<file path="src/rtl/mux_pkg.sv">
// Shared constants for the 4-to-1 mux scan controller and the mux4to1 variants.
package mux_pkg;

   localparam int NUM_CH = 4;
   localparam int SEL_W  = 2;

   typedef logic [SEL_W-1:0]  sel_t;
   typedef logic [NUM_CH-1:0] snap_t;

   localparam logic [1:0] ST_IDLE = 2'd0;
   localparam logic [1:0] ST_SCAN = 2'd1;
   localparam logic [1:0] ST_DONE = 2'd2;

   localparam sel_t SEL_LAST = sel_t'(NUM_CH - 1);

endpackage

</file>
<file path="src/rtl/hold_timer.sv">
// Hold-window counter: counts while enabled, tc marks the last cycle of the window.
module hold_timer #(
   parameter int HOLD = 2,
   parameter int CW   = 4
) (
   input  logic clk,
   input  logic rst_n,
   input  logic clr,
   input  logic en,
   output logic tc
);

   localparam logic [CW-1:0] TC_VAL = CW'(HOLD - 1);

   logic [CW-1:0] cnt_q, cnt_d;

   assign tc = (cnt_q == TC_VAL);

   always_comb begin
      cnt_d = cnt_q;
      if (clr) begin
         cnt_d = '0;
      end else if (en) begin
         cnt_d = tc ? '0 : cnt_q + 1'b1;
      end
   end

   always_ff @(posedge clk or negedge rst_n) begin
      if (!rst_n) begin
         cnt_q <= '0;
      end else begin
         cnt_q <= cnt_d;
      end
   end

endmodule

</file>
<file path="src/rtl/mux4_scan_ctrl.sv">
// Steps a 4-to-1 mux select through 0..3, samples the mux output after each hold
// window and publishes the 4-bit snapshot with a one-cycle done pulse.
//
//   state | meaning
//   IDLE  | sel=0, waiting for start
//   SCAN  | holding sel, sampling mux_out on timer terminal count
//   DONE  | one cycle: result updated, done=1, sel held at 3
module mux4_scan_ctrl
   import mux_pkg::*;
#(
   parameter int HOLD = 2,
   parameter int CW   = 4
) (
   input  logic       clk,
   input  logic       rst_n,
   input  logic       start,
   input  logic       cont,
   input  logic       mux_out,
   output logic [1:0] sel,
   output logic       busy,
   output logic       done,
   output logic [3:0] result
);

   logic [1:0] state_q, state_d;
   sel_t       sel_q, sel_d;
   snap_t      shadow_q, shadow_d;
   snap_t      result_q, result_d;
   logic       busy_q, busy_d;
   logic       done_q, done_d;
   logic       tc;

   // Timer is held clear outside SCAN so every scan starts a fresh window.
   hold_timer #(
      .HOLD (HOLD),
      .CW   (CW)
   ) u_hold_timer (
      .clk   (clk),
      .rst_n (rst_n),
      .clr   (state_q != ST_SCAN),
      .en    (state_q == ST_SCAN),
      .tc    (tc)
   );

   always_comb begin
      state_d  = state_q;
      sel_d    = sel_q;
      shadow_d = shadow_q;
      result_d = result_q;
      busy_d   = busy_q;
      done_d   = 1'b0;
      case (state_q)
         ST_IDLE: begin
            sel_d  = '0;
            busy_d = 1'b0;
            if (start) begin
               state_d  = ST_SCAN;
               shadow_d = '0;
               busy_d   = 1'b1;
            end
         end
         ST_SCAN: begin
            busy_d = 1'b1;
            if (tc) begin
               shadow_d[sel_q] = mux_out;
               if (sel_q == SEL_LAST) begin
                  state_d  = ST_DONE;
                  done_d   = 1'b1;
                  result_d = shadow_d;
               end else begin
                  sel_d = sel_q + sel_t'(1);
               end
            end
         end
         ST_DONE: begin
            sel_d = '0;
            if (cont) begin
               state_d  = ST_SCAN;
               shadow_d = '0;
               busy_d   = 1'b1;
            end else begin
               state_d = ST_IDLE;
               busy_d  = 1'b0;
            end
         end
         default: begin
            state_d = ST_IDLE;
            sel_d   = '0;
            busy_d  = 1'b0;
         end
      endcase
   end

   always_ff @(posedge clk or negedge rst_n) begin
      if (!rst_n) begin
         state_q  <= ST_IDLE;
         sel_q    <= '0;
         shadow_q <= '0;
         result_q <= '0;
         busy_q   <= 1'b0;
         done_q   <= 1'b0;
      end else begin
         state_q  <= state_d;
         sel_q    <= sel_d;
         shadow_q <= shadow_d;
         result_q <= result_d;
         busy_q   <= busy_d;
         done_q   <= done_d;
      end
   end

   assign sel    = sel_q;
   assign busy   = busy_q;
   assign done   = done_q;
   assign result = result_q;

endmodule

</file>
<file path="config.mk">
export PLATFORM = sky130hd
export DESIGN_NAME = mux4_scan_ctrl
export DESIGN_NICKNAME = d
export VERILOG_FILES = /design/src/rtl/mux_pkg.sv /design/src/rtl/hold_timer.sv /design/src/rtl/mux4_scan_ctrl.sv
export SDC_FILE = /design/constraint.sdc
export NUM_CORES = 1
export LEC_CHECK = 0
export ABC_AREA = 1
export CAP_MARGIN = 10
export CORE_ASPECT_RATIO = 1.2
export CORE_MARGIN = 3
export CORE_UTILIZATION = 45
export CTS_BUF_LIST = sky130_fd_sc_hd__clkbuf_8
export DETAILED_ROUTE_END_ITERATION = 7
export PLACE_DENSITY_LB_ADDON = 0.08
export SETUP_SLACK_MARGIN = 0.5
export SYNTH_ARGS = -nofsm -noshare
export SYNTH_HDL_FRONTEND = slang
export SYNTH_SLANG_ARGS = --single-unit
</file>
<file path="constraint.sdc">
create_clock -name clk -period 1.45 [get_ports clk]
set_input_delay 0.435 -clock clk [delete_from_list [all_inputs] [get_ports clk]]
set_output_delay 0.435 -clock clk [all_outputs]
set_load 0.1 [all_outputs]
</file>
==> results.cfg, run 1 <==
[power_and_ir_drop]
seqPwrFrac_pct = 25.0
peakVddDrop_mv = 1.43
switching_power_w = 0.00177
internal_power_w = 0.00185
cellPowerDensity_mw_per_mm2 = 2360
pwr-share-comb_pct = 63.6
power_switching_share_pct = 48.8
p_leak_nw = 0.743
p_clk_share_pct = 11.4
power_w = 0.00362

[yosys]
synth_most_common_cell = nand2_1
ys_seq_area_share_pct = 48.1
yosys-top-cells-count = nand2_1 (43), dfrtp_1 (18), inv_1 (15)
synth_cell_types = 15
ys.flop_type = dfrtp_1
yosys_warnings = 0
synth_top_area_share_pct = 48.1
synthCells = 120
synth.area.top_cells = dfrtp_1 (48%), nand2_1 (17%), inv_1 (6.0%)
async_reset_ff_share_pct = 100
syn_avg_cell_area_sq_um = 7.81
synth-edff-count = 0
syn_area_sq_um = 937
ys_seq_elements = 18
syn_nets = 129
yosysTopAreaCell = dfrtp_1

[timing]
timing.final.crit_share_pct = 97.1
drv_slew = 0
clock_skew_ns = 0.00133
worst_pin_slew_ns = 0.256
hold_violations = 0
timing.fmax_ghz = 0.711
slew_headroom_pct = 82.7
fin_crit_ns = 1.41
finalSetupViolCount = 0
rsz0062_at_grt = true

[detailed_routing]
vias = 899
drc = 0
postRouteAntennaNets = 0
wl_mm = 2.33
routedWlPerCell_um = 13.6
drt_pass1_iterations = 4
drt_iter0_markers = 16
via_per_inst = 5.23

[worst_setup_path]
rrSetupSlack_ns = 0.05
worstPathMaxFanout = 4
reg2reg_to = done$_DFF_PN0_
crit_family = flip-flops
critical_path_buf_inv_count = 1
critPathLaunch = sel[0]$_DFFE_PN0P_
critPathLaunchType = flip-flop
arrival_ns = 0.97
cpMaxStageDelayCell = dfrtp_4
crit_chain = buf_12
required_ns = 1.02
rr_worst_depth = 7
cpPeakStageDelay_ns = 0.53
r2r-start = sel[1]$_DFFE_PN0P_
critPathKind = flip-flop to output port
end_kind = output port

[global_route]
grt_first_pass_wirelength_mm = 3.54
grt_antenna_before_repair = 0
overflow = 0
grt_max_degree = 19
grt_usage_pct = 18.3
grt_pass1_vias = 804

[cells_and_area]
fin_nets = 163
syn_to_final_growth_pct = 64.1
drive_above_1_share_pct = 50.3
final-instance-count-excl-fill = 172
antenna_cells = 0

[clock_tree]
cts_buffer_depth = 2
clkTransAtPathRegs_ns = 0.07
cts_buffers = 3
cts-root-buf = clkbuf_8
insertion_delay_ns = 0.26
h-tree-depth = 1
cts_sinks = 18
cts_hold_buf = 0
cts_tree = built

[hold_path]
hp-start = u_hold_timer.cnt_q[0]$_DFF_PN0_
hold_class = flip-flop to flip-flop
holdPathEnd = u_hold_timer.cnt_q[0]$_DFF_PN0_
hold_depth = 1

[placement]
gp_congestion = 0.727
dp_hpwl_mm = 1.41
port_buffers = 12
placed_cells = 152

[floorplanning]
dieArea_sq_mm = 0.00267
pin_count = 13
die_w_um = 47.7
die_y_um = 56.0
rows = 17
core_sq_mm = 0.00191
initial_utilization_pct = 49.0

[flow_run]
max_cap_violations = 0

[status]
status = completed
==> timing repair <==
item,4_1_cts,5_1_grt
resized for setup,8,29
endpoints found under the setup margin,24,24
gates cloned,0,0
pin swaps,3,12
setup buffers,5,11
==> worst max path at each step <==
stage                                          to  depth (start not counted)  slack (ns)
after floorplan           shadow_q[2]$_DFFE_PN0P_                          8        0.14
after global placement    shadow_q[3]$_DFFE_PN0P_                          6        0.01
after detailed placement  shadow_q[3]$_DFFE_PN0P_                          6       -0.04
after CTS                                  sel[0]                          1        0.06
after global routing       state_q[0]$_DFFE_PN0P_                          9       0.002
final                                      sel[0]                          1        0.04
==> flip-flops by register name, summed over array words and instances (netlist names) <==
register,flops
busy,1
done,1
result,4
sel,2
shadow_q,4
state_q,2
u_hold_timer.cnt_q,4
==> kinds of logic after synthesis <==
logic type                 Yosys count  share of synthesized area, %
adders and majority gates            4                          5.34
and+or+nand+nor                     73                          35.8
DFF                                 18                          48.1
AOI/OAI and AO/OA                    6                          3.20
buffers and inverters               19                          7.61
==> stage by stage <==
step,setup WS (ns),hold WS [ns],TNS [ns],utilization (%),cell area (sq um)
after floorplan,0.135,0.139,0,-,997
after global placement,0.0106,0.466,0,64.2,1230
after detailed placement,-0.0402,0.477,-0.133,64.2,1230
after CTS,0.0597,0.502,0,70.5,1350
after global routing,0.00199,0.518,0,80.3,1540
final,0.0427,0.489,0,80.3,1540
==> per-layer routing <==
| metal | global-route usage (%) | part of all wire, % | routed length (um) |
|---|---|---|---|
| met1 | 22.4 | 37 | 861 |
| met2 | 29.3 | 50 | 1170 |
| met3 | 2.59 | 5.7 | 133 |
| met4 | 9.62 | 7.0 | 163 |
| met5 | 0 | 0 | 0 |
==> cells in the final DEF (no fill, tap or decap) <==
cell	netlist	final
buf_12	0	8
a21oi_1	3	2
nand2_4	0	1
nand2_1	43	33
dfrtp_2	0	1
o21ai_1	1	1
ha_2	0	1
clkdlybuf4s50_1	0	2
nand3_4	1	2
nor2_2	1	4
inv_4	0	4
inv_2	4	5
nor2_4	2	2
nand2_8	0	1
inv_1	15	10
buf_4	0	9
ha_4	0	3
clkbuf_8	0	4
dfrtp_4	0	8
nand3_2	0	1
nand3_1	11	9
o21ai_0	2	2
dfrtp_1	18	9
a21oi_2	0	1
buf_6	0	8
nand2_2	5	13
nor3b_2	0	1
nor2_1	9	6
dlymetal6s2s_1	0	2
==> power groups by stage <==
stage          combinational, W  clock (W)  sequential [W]
3_5_place_dp            0.00185          0        0.000910
2_1_floorplan          0.000635          0         0.00152
3_3_place_gp            0.00181          0        0.000908
6_report                0.00230   0.000414        0.000906
5_1_grt                 0.00246   0.000443        0.000927
4_1_cts                 0.00198   0.000425        0.000888
==> cell type report <==
class	count	area [sq um]
clock buffers	4	55.1
inverters	19	81.3
well taps	19	23.8
multi-input cells	83	533
flip-flops and latches	18	482
repair buffers	29	363
fillers	129	377
Power figures use the tool's default switching activity.
==> run 2: changes to the inputs <==
--- a/config.mk
+++ b/config.mk
@@ -6,7 +6,6 @@
 export NUM_CORES = 1
 export LEC_CHECK = 0
 export ABC_AREA = 1
-export CAP_MARGIN = 10
 export CORE_ASPECT_RATIO = 1.2
 export CORE_MARGIN = 3
 export CORE_UTILIZATION = 45
==> results of run 2 <==
Same layout as run 1: the final DEF is identical, and so are final timing and power.
